==> config.mk <==
export PLATFORM = sky130hd
export DESIGN_NAME = axis_1553_msg_encoder
export DESIGN_NICKNAME = d
export VERILOG_FILES = /design/src/rtl/axis_1553_msg_encoder_pkg.sv /design/src/rtl/axis_1553_msg_encoder_fifo.sv /design/src/rtl/axis_1553_msg_encoder.sv
export SDC_FILE = /design/constraint.sdc
export NUM_CORES = 1
export LEC_CHECK = 0
export BUFFER_PORTS_ARGS = -buffer_cell sky130_fd_sc_hd__buf_2
export CORE_MARGIN = 1
export CORE_UTILIZATION = 40
export CTS_CLUSTER_SIZE = 14
export DETAILED_ROUTE_END_ITERATION = 16
export HOLD_SLACK_MARGIN = 0.1
export PLACE_DENSITY = 0.61
export SYNTH_ARGS = -nofsm -noshare
export SYNTH_HDL_FRONTEND = slang
export SYNTH_SLANG_ARGS = --single-unit
==> constraint.sdc <==
create_clock -name aclk -period 4.05 [get_ports aclk]
set_input_delay 0.81 -clock aclk [delete_from_list [all_inputs] [get_ports aclk]]
set_output_delay 0.81 -clock aclk [all_outputs]
set_load 0.02 [all_outputs]
==> src/rtl/axis_1553_msg_encoder_pkg.sv <==
// encoder_1553_pkg: shared constants, types and word-pattern builder for the 1553 message encoder
package encoder_1553_pkg;

  localparam logic [2:0] CMD_SYNC = 3'b100;
  localparam logic [2:0] DATA_SYNC = 3'b010;

  localparam int TU_SYNC_LO = 5;
  localparam int TU_BUS = 3;
  localparam int TU_INV_DATA = 1;
  localparam int TU_INV_PAR = 0;

  localparam int HALF_BITS_PER_WORD = 40;

  typedef enum logic [1:0] {IDLE, LOAD, SEND, GAP} state_t;

  typedef struct packed {
    logic last;
    logic [2:0] sync;
    logic bus;
    logic inv_data;
    logic inv_par;
    logic [15:0] data;
  } word_t;

  // Half-bit line levels for one word, MSB first: 6 sync, 16 Manchester data bits, parity bit
  function automatic logic [HALF_BITS_PER_WORD-1:0] build_word(input word_t w);
    logic [15:0] d;
    logic p;
    logic [HALF_BITS_PER_WORD-1:0] r;
    d = w.inv_data ? ~w.data : w.data;
    p = ~(^d) ^ w.inv_par;
    r[39:34] = w.sync == CMD_SYNC ? 6'b111000 : w.sync == DATA_SYNC ? 6'b000111 : 6'b000000;
    for (int i = 0; i < 16; i++) r[33-2*i -: 2] = d[15-i] ? 2'b10 : 2'b01;
    r[1:0] = p ? 2'b10 : 2'b01;
    return r;
  endfunction

endpackage

==> src/rtl/axis_1553_msg_encoder_fifo.sv <==
// sync_fifo: first-word-fall-through synchronous FIFO with occupancy count
module sync_fifo #(
  parameter int WIDTH = 25,
  parameter int DEPTH = 32
) (
  input  logic                     aclk,
  input  logic                     arstn,
  input  logic                     push,
  input  logic [WIDTH-1:0]         wr_data,
  input  logic                     pop,
  output logic [WIDTH-1:0]         rd_data,
  output logic                     full,
  output logic                     empty,
  output logic [$clog2(DEPTH):0]   count
);

  localparam int AW = $clog2(DEPTH);

  logic [WIDTH-1:0] mem [DEPTH];
  logic [AW-1:0] wp, rp;

  assign rd_data = mem[rp];
  assign full = count == (AW+1)'(DEPTH);
  assign empty = count == '0;

  // Storage array, written on accepted pushes only
  always_ff @(posedge aclk)
    if (push) mem[wp] <= wr_data;

  // Pointers and occupancy; reset flushes the contents
  always_ff @(posedge aclk)
    if (!arstn) begin
      wp <= '0;
      rp <= '0;
      count <= '0;
    end else begin
      wp <= wp + AW'(push);
      rp <= rp + AW'(pop);
      count <= count + (AW+1)'(push) - (AW+1)'(pop);
    end

endmodule

==> src/rtl/axis_1553_msg_encoder.sv <==
// axis_1553_msg_encoder: buffered multi-word, dual-bus MIL-STD-1553 Manchester transmitter
module axis_1553_msg_encoder
  import encoder_1553_pkg::*;
#(
  parameter int CLOCK_SPEED = 4000000,
  parameter int FIFO_DEPTH = 32,
  parameter int GAP_US = 4,
  parameter int NUM_BUS = 2
) (
  input  logic                          aclk,
  input  logic                          arstn,
  input  logic [15:0]                   s_axis_tdata,
  input  logic [7:0]                    s_axis_tuser,
  input  logic                          s_axis_tlast,
  input  logic                          s_axis_tvalid,
  output logic                          s_axis_tready,
  output logic [2*NUM_BUS-1:0]          diff,
  output logic [NUM_BUS-1:0]            en_diff,
  output logic                          busy,
  output logic                          underrun,
  output logic [$clog2(FIFO_DEPTH):0]   fifo_count
);

  localparam int H = CLOCK_SPEED / 2000000;
  localparam int G = GAP_US * 2 * H;
  localparam int CW = $clog2(G + H + 1);
  localparam logic [CW-1:0] H_END = CW'(H - 1);
  localparam logic [CW-1:0] H_PRE = CW'(H > 1 ? H - 2 : 0);
  localparam logic [CW-1:0] G_END = CW'(G - 1);
  localparam logic [5:0] LAST_HB = 6'(HALF_BITS_PER_WORD - 1);

  logic [24:0] rd;
  logic full, empty, push, pop, pop_pf;
  word_t fw, cur, pf;
  logic pf_v;
  state_t state, state_n;
  logic [39:0] sr, sr_n;
  logic [CW-1:0] cyc;
  logic [5:0] half;
  logic bus_q, bus_n;
  logic hb_end, last_hb, pre_last;
  logic [2*NUM_BUS-1:0] diff_n;
  logic [NUM_BUS-1:0] en_n;
  logic ur_n;
  logic unused;

  assign s_axis_tready = arstn && !full;
  assign push = s_axis_tvalid && s_axis_tready;

  sync_fifo #(.WIDTH(25), .DEPTH(FIFO_DEPTH)) u_fifo (
    .aclk(aclk),
    .arstn(arstn),
    .push(push),
    .wr_data({s_axis_tlast, s_axis_tuser, s_axis_tdata}),
    .pop(pop),
    .rd_data(rd),
    .full(full),
    .empty(empty),
    .count(fifo_count)
  );

  assign fw = '{last: rd[24], sync: rd[16+TU_SYNC_LO +: 3], bus: rd[16+TU_BUS],
                inv_data: rd[16+TU_INV_DATA], inv_par: rd[16+TU_INV_PAR], data: rd[15:0]};
  assign unused = ^{rd[20], rd[18]};

  assign hb_end = cyc == H_END;
  assign last_hb = state == SEND && hb_end && half == LAST_HB;
  assign pre_last = state == SEND && (H == 1 ? hb_end && half == LAST_HB - 6'd1 : cyc == H_PRE && half == LAST_HB);
  assign pop_pf = state == SEND && !pf_v && !cur.last && !empty && !last_hb;
  assign pop = (state == IDLE && !empty) || pop_pf;

  // State register
  always_ff @(posedge aclk)
    if (!arstn) state <= IDLE;
    else state <= state_n;

  // Next state: a word continues the message only if it was prefetched before the final half-bit
  always_comb
    state_n = state == IDLE ? (empty ? IDLE : LOAD) :
              state == LOAD ? SEND :
              state == SEND ? (last_hb && (cur.last || !pf_v) ? GAP : SEND) :
              (cyc == G_END ? IDLE : GAP);

  // Shifter next value and bus latch; LOAD always begins a new message
  always_comb begin
    sr_n = state == LOAD ? build_word(cur) :
           last_hb && pf_v ? build_word(pf) :
           state == SEND && hb_end ? {sr[38:0], 1'b0} : sr;
    bus_n = state == LOAD ? (NUM_BUS > 1 && cur.bus) : bus_q;
  end

  // Word registers, prefetch slot and half-bit/cycle counters
  always_ff @(posedge aclk)
    if (!arstn) begin
      cur <= '0;
      pf <= '0;
      pf_v <= 1'b0;
      sr <= '0;
      cyc <= '0;
      half <= '0;
      bus_q <= 1'b0;
    end else begin
      if (state == IDLE && !empty) cur <= fw;
      else if (last_hb && pf_v) cur <= pf;
      if (pop_pf) pf <= fw;
      pf_v <= pop_pf || (pf_v && !last_hb);
      sr <= sr_n;
      cyc <= (state == SEND && !hb_end) || state == GAP ? cyc + 1'b1 : '0;
      half <= state != SEND || last_hb ? '0 : hb_end ? half + 6'd1 : half;
      bus_q <= bus_n;
    end

  // Output decode from next-cycle state so every output leaves a flop; underrun is looked ahead one cycle
  always_comb begin
    for (int n = 0; n < NUM_BUS; n++) begin
      en_n[n] = state_n == SEND && (n == 0 ? !bus_n : bus_n);
      diff_n[2*n] = en_n[n] && sr_n[39];
      diff_n[2*n+1] = en_n[n] && !sr_n[39];
    end
    ur_n = pre_last && !cur.last && !pf_v && !pop_pf;
  end

  // Output registers
  always_ff @(posedge aclk)
    if (!arstn) begin
      diff <= '0;
      en_diff <= '0;
      busy <= 1'b0;
      underrun <= 1'b0;
    end else begin
      diff <= diff_n;
      en_diff <= en_n;
      busy <= state_n != IDLE;
      underrun <= ur_n;
    end

endmodule
==> impl_metrics.yaml, run 1 <==
global_routing:
  overflow: 0
  grt_pass1_vias: 18130
  antenna_found_initial: 1
  grt_pass1_wl_um: 118000
  grt_max_degree: 80
  track_usage_pct: 18.53
floorplanning:
  die_area_um2: 87000
  start_util_pct: 40.32
  ioPinCount: 43
  coreArea_um2: 85150
  die_h_um: 295.0
  rows: 107
  die_x_um: 295.0
routing:
  wl_per_cell_um: 24.60
  drt-initial-drc-count: 1556
  wirelength_um: 79220
  route.detailed.drc: 0
  viasPerCell: 5.492
  ant_nets: 0
  firstDrtPassIters: 5
  vias: 17690
synth:
  ys_ff_latch: 861
  postSynthAreaPerCell_um2: 17.96
  synth.distinct_cells: 58
  synthArstFlopShare_pct: 0
  syn_area_um2: 34330
  synth_top_family_by_area: "multiplexers"
  synth-xor-area-share_pct: 2.096
  syn-instance-count: 1911
  synth_mux_area_share_pct: 14.30
  yosysWarnings: 0
  synthSimpleGateAreaFrac_pct: 3.707
  synth-edff-count: 736
  synth_nets: 1958
  synthAdderAreaFrac_pct: 0.7143
  synth-compound-area-share_pct: 5.707
  synth_flop_cell: "edfxtp_1"
  ys_seq_area_share_pct: 71.67
timing:
  fin_ws_ps: 547.1
  clock_skew_ps: 58.67
  fin_tns_setup_ps: 0
  fmax_mhz: 285.5
  fin_crit_ps: 3503
  fin_crit_sh_pct: 86.49
  max_slew.worst_pin.slew_ps: 1006
  hold_violations: 0
  drv_slew: 0
  relSlewSlack_pct: 32.91
  setup_viol: 0
  rsz0062_at_grt: "no"
power:
  pwr-share-comb_pct: 23.2
  switching_power_mw: 6.890
  pwr-share-clk_pct: 32.8
  power.internal_mw: 17.28
  leakage_nw: 12.07
  switching_share_pct: 28.51
  powerDensity_nw_per_um2: 614.4
  power_mw: 24.17
  ir_drop_mv: 0.4318
  seqPwrFrac_pct: 44.0
placement:
  post-place-ws_ps: 538.6
  io_buffers: 40
  gp_congestion: 0.7636
  place_area_um2: 36470
  dpl.hpwl_um: 47340
cts:
  clock_latency_ps: 680
  clkSinkCount: 861
  cts_repair_resize_count: 0
  cts-root-buf: "clkbuf_16"
  htreeDepth: 3
  numCtsBuffers: 90
  clock_path_buffers: 3
  hold_buffers: 0
  path_clk_slew_ps: 60
  post_cts_buffers: 0
  cts_tree: "built"
setup_path:
  crit_start: "cyc[0]"
  critPathKind: "reg2reg"
  worstPathMaxFanout: 6
  arrival_ps: 3990
  r2r-start: "cyc[0]"
  setup.worst_path.end_class: "register"
  cp-start-kind: "register"
  cp.required_ps: 4540
finish:
  layout-drive-gt1-share_pct: 25.10
  finalCoreUtilization_pct: 46.20
  final_nets: 2049
  area_delta_synth_final_pct: 14.59
  n_fill_cell: 7229
  final_area_um2: 39340
hold_path:
  hp-start: "sr[36]"
  hold_class: "reg2reg"
run_status:
  status: "finished, final reports clean"
job:
  cap_violations: 0
## cell usage in the layout, fill, tap and decap left out, types with 23 or more instances in the layout
| cell type | netlist | layout |
|---|---|---|
| clkinv_1 | 0 | 23 |
| mux2i_1 | 46 | 46 |
| o211ai_1 | 60 | 60 |
| o21ai_0 | 47 | 47 |
| buf_4 | 11 | 59 |
| a21oi_1 | 70 | 70 |
| nor2_1 | 95 | 63 |
| buf_2 | 35 | 40 |
| a211oi_1 | 28 | 28 |
| xnor2_1 | 61 | 61 |
| nor2b_1 | 24 | 24 |
| dfxtp_1 | 125 | 120 |
| clkbuf_16 | 0 | 90 |
| mux4_2 | 186 | 186 |
| edfxtp_1 | 736 | 736 |
| nand2_1 | 92 | 92 |
| nor2_4 | 0 | 33 |
## through the flow
| stage | hold WS (ps) | cells |
|---|---|---|
| 5_1_grt | 494.0 | 3220 |
| 4_1_cts | 470.6 | 3220 |
| 2_1_floorplan | 431.4 | 1911 |
| 3_3_place_gp | 441.1 | 3054 |
| 6_report | 463.9 | 3221 |
| 3_5_place_dp | 456.0 | 3054 |
## flip-flops by register name, summed over array words and instances (netlist names)
| name | cells |
|---|---|
| u_fifo.mem | 736 |
| sr | 40 |
| cur | 23 |
| pf | 23 |
| half | 6 |
| u_fifo.count | 6 |
| cyc | 5 |
| u_fifo.rp | 5 |
| u_fifo.wp | 5 |
| diff | 4 |
| en_diff | 2 |
| state | 2 |
| bus_q | 1 |
| busy | 1 |
| pf_v | 1 |
| underrun | 1 |
## cells by family (layout without fill, tap and decap cells)
group | count (synthesis) | after routing
AO/OA/AOI/OAI | 289 | 289
XOR/XNOR | 79 | 79
AND/OR/NAND/NOR | 271 | 271
other | 0 | 1
multiplexers | 255 | 255
flip-flops | 861 | 861
buffers and inverters | 137 | 302
adder cells (fa/ha/maj) | 19 | 19
## metal layers
metal | wire length (um) | up-vias | track usage (%)
li1 | - | 7808 | -
met1 | 35240 | 9252 | 26.17
met2 | 37230 | 515 | 28.96
met3 | 4964 | 114 | 4.127
met4 | 1780 | 2 | 5.094
met5 | 13 | - | 0
## synth_stat cells, drive strengths merged, types with 3 or more instances
cell type	n	area [um^2]
a22oi	22	165.2
a221oi	3	26.28
mux2	23	259.0
nor4b	3	32.53
nor3	3	20.02
and2	8	50.05
buf	51	299.0
o211ai	60	450.4
ha	18	225.2
or2	4	25.02
xor2	16	140.1
dfxtp	125	2502
mux2i	46	460.4
inv	20	75.07
xnor2	61	534.3
nor2	96	362.8
mux4	186	4189
or3b	3	26.28
nand2	94	362.8
a31oi	17	106.4
clkbuf	66	247.7
edfxtp	736	22100
nand3b	7	52.55
a21oi	70	350.3
a21o	16	120.1
a211oi	47	447.9
nand2b	3	18.77
o21ai	48	240.2
nor2b	24	150.1
nand3	14	70.07
## power groups by stage
stage / logic, mW / registers, mW / clock network, mW
2_1_floorplan: 4.43 / 10.6 / 0
3_3_place_gp: 5.61 / 10.8 / 0
3_5_place_dp: 5.68 / 10.8 / 0
4_1_cts: 5.71 / 10.6 / 8.07
5_1_grt: 6.15 / 10.7 / 8.41
6_report: 5.61 / 10.6 / 7.93
## final timing paths
check                                  endpoint  slack (ps)  depth (start not counted)
worst min-delay path                     sr[37]         460                          2
worst min register to register           sr[37]         460                          2
worst max-delay path            u_fifo.count[4]         550                         16
worst max register to register  u_fifo.count[4]         550                         16
## critical path: stages, from the launching register on
cell and delay, ps:
dfxtp_1 420, ha_1 210, or4b_1 590, nor4_4 340, nor2_4 70, or2_2 300, ha_1 280, inv_1 60
ha_1 170, inv_1 60, fa_1 420, inv_1 70, a21oi_1 60, nor2_1 80, nor2_1 60, xor2_1 120
nor2_1 50
## area by class of cell
type / instances / area (um^2) / area share (%)
repair buffers: 116 / 983.4 / 2.500
clock inverters: 57 / 533.0 / 1.355
well taps: 1144 / 1431 / 3.638
inverters: 20 / 75.07 / 0.1908
clock buffers: 109 / 2333 / 5.932
diodes: 1 / 2.502 / 0.006361
flip-flops and latches: 861 / 24620 / 62.58
multi-input cells: 913 / 9361 / 23.80
Power figures use the tool's default switching activity.
==> run 2, diff against run 1 <==
- PLACE_DENSITY: 0.61 -> 0.6
==> impl_metrics.yaml, run 2 (same netlist as run 1, synthesis figures left out) <==
power:
  powerDensity_nw_per_um2: 629.5
  leakage_nw: 12.27
  ir_drop_mv: 0.3782
  power_mw: 24.95
placement:
  dpl.hpwl_um: 47520
  placedCellCount: 3062
  place_area_um2: 36460
  io_buffers: 40
  post-place-ws_ps: 532.7
  gp_congestion: 0.7949
routing:
  wirelength_um: 78320
  wl_met1_um: 35350
  wl_per_cell_um: 24.25
  dr_wl_met2_um: 37370
  route.detailed.drc: 0
  dr.max_layer_used: "met5"
  met3_length_um: 3918
  firstDrtPassIters: 5
  ant_nets: 0
  viasPerCell: 5.458
  vias: 17630
  drt-initial-drc-count: 1466
finish:
  n_fill_cell: 7204
  final_area_um2: 39630
  largest-register: "u_fifo.mem"
  final_common_cell: "edfxtp_1"
  final_nets: 2057
  area_delta_synth_final_pct: 15.44
  finalCoreUtilization_pct: 46.55
  n_antenna_cell: 0
  top_regs: "u_fifo.mem x736, sr x40"
  final_cells: 3230
  largest_register_ffs: 736
  layout-drive-gt1-share_pct: 26.32
  final_cell_mix: "edfxtp_1 (736), mux4_2 (186), dfxtp_1 (120)"
cts:
  numCtsBuffers: 90
  clkSinkCount: 861
  cts-root-buf: "clkbuf_16"
  clock_path_buffers: 3
  cts_tree: "built"
  htreeDepth: 3
  post_cts_buffers: 0
  hold_buffers: 0
  clock_latency_ps: 650
  cts_repair_resize_count: 0
  path_clk_slew_ps: 60
global_routing:
  antenna_found_initial: 3
  grt_max_degree: 80
  grt_pass1_wl_um: 116500
  overflow: 0
  track_usage_pct: 18.19
  grt_pass1_vias: 17990
floorplanning:
  start_util_pct: 40.32
  die_h_um: 295.0
  die_area_um2: 87000
  coreArea_um2: 85150
  ioPinCount: 43
  die_x_um: 295.0
  rows: 107
setup_path:
  cp-start-kind: "register"
  worstPathMaxFanout: 6
  critPathKind: "reg2reg"
  setup.worst_path.end_class: "register"
  r2r-start: "cyc[0]"
  cp.required_ps: 4530
  rrSetupSlack_ps: 520
  crit_start: "cyc[0]"
  worstRegToRegCells: 16
  arrival_ps: 4010
timing:
  rsz0062_at_grt: "no"
  fmax_mhz: 283.2
  fin_crit_ps: 3531
  fin_tns_setup_ps: 0
  whs_ps: 454.5
  fin_crit_sh_pct: 87.17
  hold_violations: 0
  drv_slew: 0
  setup_viol: 0
  relSlewSlack_pct: 31.72
  max_slew.worst_pin.slew_ps: 1024
  fin_ws_ps: 519.5
  clock_skew_ps: 49.98
run_status:
  status: "finished, final reports clean"
hold_path:
  hold_depth: 2
  hold_class: "reg2reg"
  hp-start: "sr[34]"
job:
  cap_violations: 0
-- run 2: cell count changes in the layout (fill, tap and decap cells not counted), sizes merged --
cell	change
clkinvlp	+3
inv	+1
diode	-1
clkinv	-15
clkbuf	+3
buf	+8
bufinv	+10
-- run 2: final cells by class --
class | count | area, um^2 | share of cell area (%)
multi-input cells | 913 | 9301 | 23.47
repair buffers | 124 | 1031 | 2.601
clock buffers | 112 | 2437 | 6.150
flip-flops and latches | 861 | 24620 | 62.12
clock inverters | 56 | 735.7 | 1.856
inverters | 20 | 75.07 | 0.1894
well taps | 1144 | 1431 | 3.612
-- run 2: final timing paths --
kind | endpoint
setup / recovery | u_fifo.count[4]
hold / removal | sr[35]
setup reg to reg | u_fifo.count[4]
hold reg to reg | sr[35]
-- run 2: power by group --
part           switching (mW)  total [mW]  internal, mW
clock network            3.44        8.70          5.26
logic                    2.84        5.57          2.73
registers               0.591        10.7          10.1
total                    6.87        24.9          18.1
-- run 2: layer usage --
layer / up-vias / GRT usage, %
met5: - / 0
met4: 6 / 4.649
met2: 455 / 29.06
met3: 110 / 3.248
li1: 7825 / -
met1: 9233 / 25.79
-- run 2: worst max-delay path, stage by stage (launching register included) --
cell and delay [ps]:
dfxtp_1 410, ha_1 190, or4b_1 600, nor4_4 340
nor2_4 70, or2_2 340, ha_1 290, inv_1 50
ha_1 150, inv_1 60, fa_1 430, inv_1 70
a21oi_1 70, nor2_1 80, nor2_1 60, xor2_1 140
nor2_1 50
